## src/rtl/conv_pkg.sv

```systemverilog
// Shared definitions for the conv/pool datapath: default word length and the
// row-phase state encoding used by the pooling stage.
package conv_pkg;

   localparam int WORD_LEN = 32;

   typedef enum logic [1:0] {
      IDLE,
      EVEN,
      ODD
   } pool_state_t;

endpackage

```

## src/rtl/conv_pool_fifo.sv

```systemverilog
// Output FIFO for pooled words. The head word is shown combinationally and
// forced to zero while empty; flush drops all entries in one cycle.
module conv_pool_fifo #(
   parameter int width      = 32,
   parameter int fifo_depth = 4
) (
   input  logic             clk,
   input  logic             rst,
   input  logic             flush,
   input  logic             push,
   input  logic [width-1:0] push_data,
   input  logic             pop,
   output logic [width-1:0] pop_data,
   output logic             full,
   output logic             empty
);

   localparam int ptr_w = (fifo_depth > 1) ? $clog2(fifo_depth) : 1;
   localparam int cnt_w = ptr_w + 1;

   logic [width-1:0] mem [fifo_depth];
   logic [ptr_w-1:0] wr_ptr;
   logic [ptr_w-1:0] rd_ptr;
   logic [cnt_w-1:0] count;
   logic             do_push;
   logic             do_pop;

   assign empty    = (count == '0);
   assign full     = (count == cnt_w'(fifo_depth));
   assign do_pop   = pop && !empty;
   // A push into a full FIFO still lands when the head leaves on the same edge.
   assign do_push  = push && (!full || do_pop);
   assign pop_data = empty ? '0 : mem[rd_ptr];

   always_ff @(posedge clk) begin
      if (do_push) begin
         mem[wr_ptr] <= push_data;
      end
   end

   always_ff @(posedge clk or posedge rst) begin
      if (rst) begin
         wr_ptr <= '0;
         rd_ptr <= '0;
         count  <= '0;
      end else if (flush) begin
         wr_ptr <= '0;
         rd_ptr <= '0;
         count  <= '0;
      end else begin
         if (do_push) begin
            wr_ptr <= wr_ptr + ptr_w'(1);
         end
         if (do_pop) begin
            rd_ptr <= rd_ptr + ptr_w'(1);
         end
         count <= count + cnt_w'(do_push) - cnt_w'(do_pop);
      end
   end

endmodule

```

## src/rtl/conv_pool_stage.sv

```systemverilog
// 2x2 stride-2 signed max-pool over a row-major conv output stream, with an
// output FIFO. Define CONV_POOL_RELU_EN to clamp negative inputs to zero first.
module conv_pool_stage
   import conv_pkg::*;
#(
   parameter int width      = WORD_LEN,
   parameter int img_size   = 64,
   parameter int fifo_depth = 4
) (
   input  logic                    clk,
   input  logic                    rst,
   input  logic                    frame_start,
   input  logic signed [width-1:0] result,
   input  logic                    result_en,
   output logic        [width-1:0] pool_data,
   output logic                    pool_valid,
   input  logic                    pool_ready,
   output logic                    frame_done,
   output logic                    overflow
);

   localparam int cnt_w = $clog2(img_size);
   localparam int half  = img_size / 2;
   localparam int idx_w = (half > 1) ? $clog2(half) : 1;

   pool_state_t             state;
   pool_state_t             state_nxt;
   logic [cnt_w-1:0]        col;
   logic [cnt_w-1:0]        row;
   logic [idx_w-1:0]        pair_idx;
   logic signed [width-1:0] word;
   logic signed [width-1:0] hold;
   logic signed [width-1:0] pair_max;
   logic signed [width-1:0] pool_max;
   logic signed [width-1:0] line_buf [half];
   logic                    last_col;
   logic                    last_row;
   logic                    accept;
   logic                    push;
   logic                    pop;
   logic                    flush;
   logic                    fifo_full;
   logic                    fifo_empty;

`ifdef CONV_POOL_RELU_EN
   assign word = result[width-1] ? '0 : result;
`else
   assign word = result;
`endif

   // hold keeps the even column of the current pair until its partner arrives.
   assign pair_idx = idx_w'(col >> 1);
   assign pair_max = (word > hold) ? word : hold;
   assign pool_max = (pair_max > line_buf[pair_idx]) ? pair_max : line_buf[pair_idx];
   assign last_col = (col == cnt_w'(img_size - 1));
   assign last_row = (row == cnt_w'(img_size - 1));
   assign pool_valid = !fifo_empty;
   assign pop        = pool_valid && pool_ready;

   always_comb begin
      state_nxt = state;
      accept    = 1'b0;
      push      = 1'b0;
      flush     = 1'b0;
      if (frame_start) begin
         state_nxt = EVEN;
         flush     = (state != IDLE);
      end else if (state != IDLE && result_en) begin
         accept = 1'b1;
         push   = (state == ODD) && col[0];
         if (last_col) begin
            if (state == EVEN) begin
               state_nxt = ODD;
            end else if (last_row) begin
               state_nxt = IDLE;
            end else begin
               state_nxt = EVEN;
            end
         end
      end
   end

   always_ff @(posedge clk or posedge rst) begin
      if (rst) begin
         state      <= IDLE;
         col        <= '0;
         row        <= '0;
         hold       <= '0;
         frame_done <= 1'b0;
         overflow   <= 1'b0;
         for (int i = 0; i < half; i++) begin
            line_buf[i] <= '0;
         end
      end else begin
         state      <= state_nxt;
         frame_done <= accept && (state == ODD) && last_col && last_row;
         overflow   <= overflow | (push && fifo_full && !pop);
         if (frame_start) begin
            col <= '0;
            row <= '0;
         end else if (accept) begin
            col <= last_col ? '0 : col + cnt_w'(1);
            if (last_col) begin
               row <= last_row ? '0 : row + cnt_w'(1);
            end
            if (!col[0]) begin
               hold <= word;
            end else if (state == EVEN) begin
               line_buf[pair_idx] <= pair_max;
            end
         end
      end
   end

   conv_pool_fifo #(
      .width      (width),
      .fifo_depth (fifo_depth)
   ) u_fifo (
      .clk       (clk),
      .rst       (rst),
      .flush     (flush),
      .push      (push),
      .push_data (pool_max),
      .pop       (pop),
      .pop_data  (pool_data),
      .full      (fifo_full),
      .empty     (fifo_empty)
   );

endmodule

```

## config.mk

```make
export PLATFORM = sky130hd
export DESIGN_NAME = conv_pool_stage
export DESIGN_NICKNAME = d
export VERILOG_FILES = /design/src/rtl/conv_pkg.sv /design/src/rtl/conv_pool_fifo.sv /design/src/rtl/conv_pool_stage.sv
export SDC_FILE = /design/constraint.sdc
export NUM_CORES = 2
export LEC_CHECK = 0
export BUFFER_PORTS_ARGS = -buffer_cell sky130_fd_sc_hd__buf_2
export CAP_MARGIN = 20
export CORE_AREA = 2 2 313 315
export CTS_CLUSTER_SIZE = 10
export DETAILED_ROUTE_END_ITERATION = 10
export DIE_AREA = 0 0 315 317
export GPL_ROUTABILITY_DRIVEN = 0
export GPL_TIMING_DRIVEN = 0
export PLACE_DENSITY = 0.83
export SETUP_SLACK_MARGIN = 0.15
export SYNTH_ARGS = -nofsm -noshare
export SYNTH_HDL_FRONTEND = slang
export SYNTH_SLANG_ARGS = --single-unit
```

## constraint.sdc

```tcl
create_clock -name clk -period 32.3 [get_ports clk]
set_clock_uncertainty 0.05 [all_clocks]
set_input_delay 3.23 -clock clk [delete_from_list [all_inputs] [get_ports clk]]
set_output_delay 3.23 -clock clk [all_outputs]
set_load 0.02 [all_outputs]
```

==> metrics.md <==
| Metric | Value |
|---|---|
| TritonRoute pass-1 iters | 9 |
| VDD IR max | approximately 53 uV |
| CTS clk-pin slew, worst paths | 0.05 ns |
| Ys Warns | 0 |
| Layout cells sized above 1 | ~15% |
| Seq cells post-synth | 1207 |
| Simple-Gate Fraction of Synth Area | approximately a tenth |
| Synthesized area | 54670 um2 |
| Root buffer selected by CTS | clkbuf_16 |
| Peak fanout along the critical path | 10 |
| Placement-stage worst setup slack | 22.05 ns |
| Synth area leaders | dfrtp_1, mux4_2, a21oi_1 |
| Worst-Skew Late Latency | slightly below 0.8 ns |
| Static Leak | between 20 and 30 nW |
| R2R cell count | 23 |
| Via count | 45497 |
| IO Port Bufs | 70 |
| Die Wd | about 320 um |
| Post-Layout Cell Count | 6496 |
| Sink Count | 1207 |
| Cts hold-fix bufs | 0 |
| Worst setup margin | between 20 and 25 ns |
| Vias per cell | around 7 |
| Setup bufs post-CTS | 0 |
| Synthesized area per cell | ~11 um2 |
| Routed WL | approximately 190000 um |
| Fin area | about 62000 um2 |
| Critical path arrival | a little over 10 ns |
| Prevailing post-synth register cell | dfrtp_1 |
| Tightest Pin Transition | roughly 1.4 ns |
| Vias in the first global route | between 40000 and 50000 |
| Crit share post-route | between 30% and 40% |
| Max-slew violation count | 0 |
| RSZ-0062 raised after global routing | no |
| Final setup violation count | 0 |
| Cell taking the most area after synthesis | dfrtp_1 |
| I/O pins | between 70 and 80 |
| Final ANT Viol Nets | 0 |
| WL/cell | approximately 29 um |
| Total Nets Final | ~5300 |
| Initial core utilization | a little under three fifths |
| Required @ worst endpoint | ~33 ns |
| Cts repair resizes | 0 |
| Drt initial violations | between 7000 and 8000 |
| Mapped Nets | between 5000 and 6000 |
| Mux cell area share after synthesis | about an eighth |
| Die Footprint | approximately 100000 um2 |
| Syn Inst Count | 4898 |
| Final hold violations | 0 |
| Dpl cell area | ~58000 um2 |
| Synth Area in XOR/XNOR | less than 1% |
| First-pass GRT wire length | 282900 um |
| DIE HEIGHT | ~320 um |
| CTS tree | done |
| Asr flop ratio synth | between 80% and 90% |
| Fmax | 0.1022 GHz |
| Residual DRC count | 0 |
| Hold depth | 2 |
| Row count | about 110 |
| Global-route usage over all layers | between 30% and 40% |
| Final TNS setup | 0 ns |
| Initial antenna violation count | 8 |
| Cts bufs inserted | between 100 and 150 |
| Post-placement cell count | around 6300 |
| Largest net degree at the start of global routing | 45 |
| Largest family of logic cells by synthesized area | compound AO/OA/AOI/OAI gates |
| H-tree depth | 4 |
| PD cells | between 60 and 70 nW/um2 |
| Critical Path Source Type | primary input |
| Post-DP HPWL | about 130000 um |
| P&R area growth vs syn | 12.83% |
| CTS Buffer Depth | 3 |
| Slew margin rel. | between 4 and 5% |
| Hold slack | around 0.47 ns |
| CP Class | in2reg |
| Maximum capacitance violations | 0 |
| Status | finished, final reports clean |
| Grt ovf | 0 |
| Post-Synth Adder-Cell Area | under 10% |
| Compound-Gate Fraction of Synth Area | 14.15% |
| Sequential element share of the synthesized area | around 56% |
| Distinct cells, synth | 56 |
| Number of enable flip-flop cells after synthesis | about 130 |
| Core area | between 90000 and 100000 um2 |
| Setup crit end kind | flip-flop |
| Min Tclk post-route | a little under 10 ns |
| Path type of the worst min-delay path | reg2reg |
| Yosys top cell area share | approximately 49% |
-- cells in the final DEF, fill, tap and decap left out, drive strengths merged, types with 31 or more instances in the layout --
| cell type | Yosys | final |
|---|---|---|
| o2111ai | 31 | 31 |
| buf | 139 | 275 |
| a21oi | 1087 | 1087 |
| clkbuf | 308 | 474 |
| a2111o | 31 | 31 |
| nand2b | 32 | 32 |
| nor2 | 1084 | 1084 |
| mux2i | 35 | 35 |
| mux4 | 288 | 288 |
| a22oi | 75 | 75 |
| and3 | 31 | 31 |
| a21o | 44 | 44 |
| edfxtp | 128 | 128 |
| inv | 76 | 87 |
| nand2 | 63 | 63 |
| nand3b | 34 | 34 |
| nand3 | 46 | 46 |
| and2 | 39 | 39 |
| ha | 72 | 72 |
| mux2 | 31 | 31 |
| dfrtp | 1079 | 1079 |
-- layer usage --
metal | GRT usage, % | share of wire, % | up-vias
met2 | 56.41 | 43 | 4057
met3 | 17.02 | 15 | 1224
met5 | 0.6155 | 0.058 | -
met4 | 28.90 | 9.7 | 10
li1 | - | - | 17928
met1 | 45.12 | 32 | 22278
-- registers in the layout, summed over array words and instances, names as in the netlist --
register and cells:
frame_done 1, line_buf 1024, u_fifo.rd_ptr 2, hold 32
u_fifo.mem 128, state 2, u_fifo.wr_ptr 2, col 6
overflow 1, u_fifo.count 3, row 6
-- synth_stat cells (2+ instances only) --
cell type / count
nor2_1: 1084
dfrtp_1: 1079
a21oi_1: 1057
clkbuf_1: 307
mux4_2: 288
edfxtp_1: 128
buf_2: 110
inv_1: 76
a22oi_1: 75
ha_1: 72
nand2_1: 63
nand3_1: 46
a21o_1: 44
and2_1: 39
mux2i_1: 35
nand3b_1: 34
nand2b_1: 32
a2111o_1: 31
and3_1: 31
mux2_2: 31
o2111ai_1: 31
a21oi_2: 30
buf_1: 29
a221oi_1: 27
a22o_1: 26
nand4_1: 19
o21ai_0: 12
nor3_1: 7
nor2b_1: 6
xor2_1: 6
or3_1: 5
and4_1: 4
o21a_1: 3
xnor2_1: 3
a211o_1: 2
a41o_1: 2
and3b_1: 2
nor3b_1: 2
o211ai_1: 2
or2_2: 2
-- critical path, cell delays in order --
cell and delay (ns):
buf_2 0.14, ha_1 0.36, nand4_1 0.29, nor4_4 0.60, nand3_1 0.28, clkbuf_1 0.33
nand3_1 0.21, a21o_1 0.14, o2111ai_1 0.14, a21oi_2 0.70, buf_2 0.41, inv_1 0.08
ha_1 0.32, a21o_1 0.16, a21o_1 0.17, a21oi_1 0.22, o21ai_0 0.12, nor2b_1 0.20
or4_1 0.50, o211ai_1 0.44, buf_2 0.45, mux2i_1 0.64
-- area by class of cell --
| type | instances | area (um2) |
|---|---|---|
| Timing Repair Buffer | 137 | 1519 |
| Multi-Input combinational cell | 3168 | 21730 |
| Tap cell | 1276 | 1597 |
| Antenna cell | 5 | 12.51 |
| Buffer | 447 | 1829 |
| Fill cell | 6715 | 34600 |
| Sequential cell | 1207 | 30840 |
| Inverter | 76 | 289.0 |
| Clock inverter | 15 | 190.2 |
| Clock buffer | 165 | 3669 |
-- power breakdown --
| group | switching [mW] | total (mW) | internal (mW) |
|---|---|---|---|
| combinational | 0.744 | 1.06 | 0.312 |
| clock | 0.617 | 1.41 | 0.798 |
| sequential | 0.0316 | 1.66 | 1.63 |
-- cells by family after synthesis --
| group | Yosys count |
|---|---|
| compound gates | 1350 |
| xor+xnor | 9 |
| fa+ha+maj | 73 |
| buf+inv | 523 |
| flops | 1207 |
| mux | 354 |
| simple gates | 1382 |
-- stage by stage --
stage / util [%] / total power [mW]
4_1_cts: 63.82 / 4.058
2_1_floorplan: - / 2.293
6_report: 64.06 / 4.129
5_1_grt: 64.05 / 4.221
3_3_place_gp: 58.80 / 2.619
3_5_place_dp: 59.82 / 2.662
-- final timing paths --
check	from	end	slack (ns)
setup reg to reg	hold[23]$_DFFE_PP0P_	u_fifo.mem[1][29]$_DFFE_PP_	24.64
max in group asynchronous	rst	line_buf[185]$_DFFE_PP0P_	27.31
setup / recovery	result[31]	u_fifo.mem[1][29]$_DFFE_PP_	22.52
hold / removal	line_buf[536]$_DFFE_PP0P_	line_buf[536]$_DFFE_PP0P_	0.47
min in group asynchronous	rst	hold[30]$_DFFE_PP0P_	2.47
hold reg to reg	line_buf[536]$_DFFE_PP0P_	line_buf[536]$_DFFE_PP0P_	0.47
(Power assumes the default switching activity.)
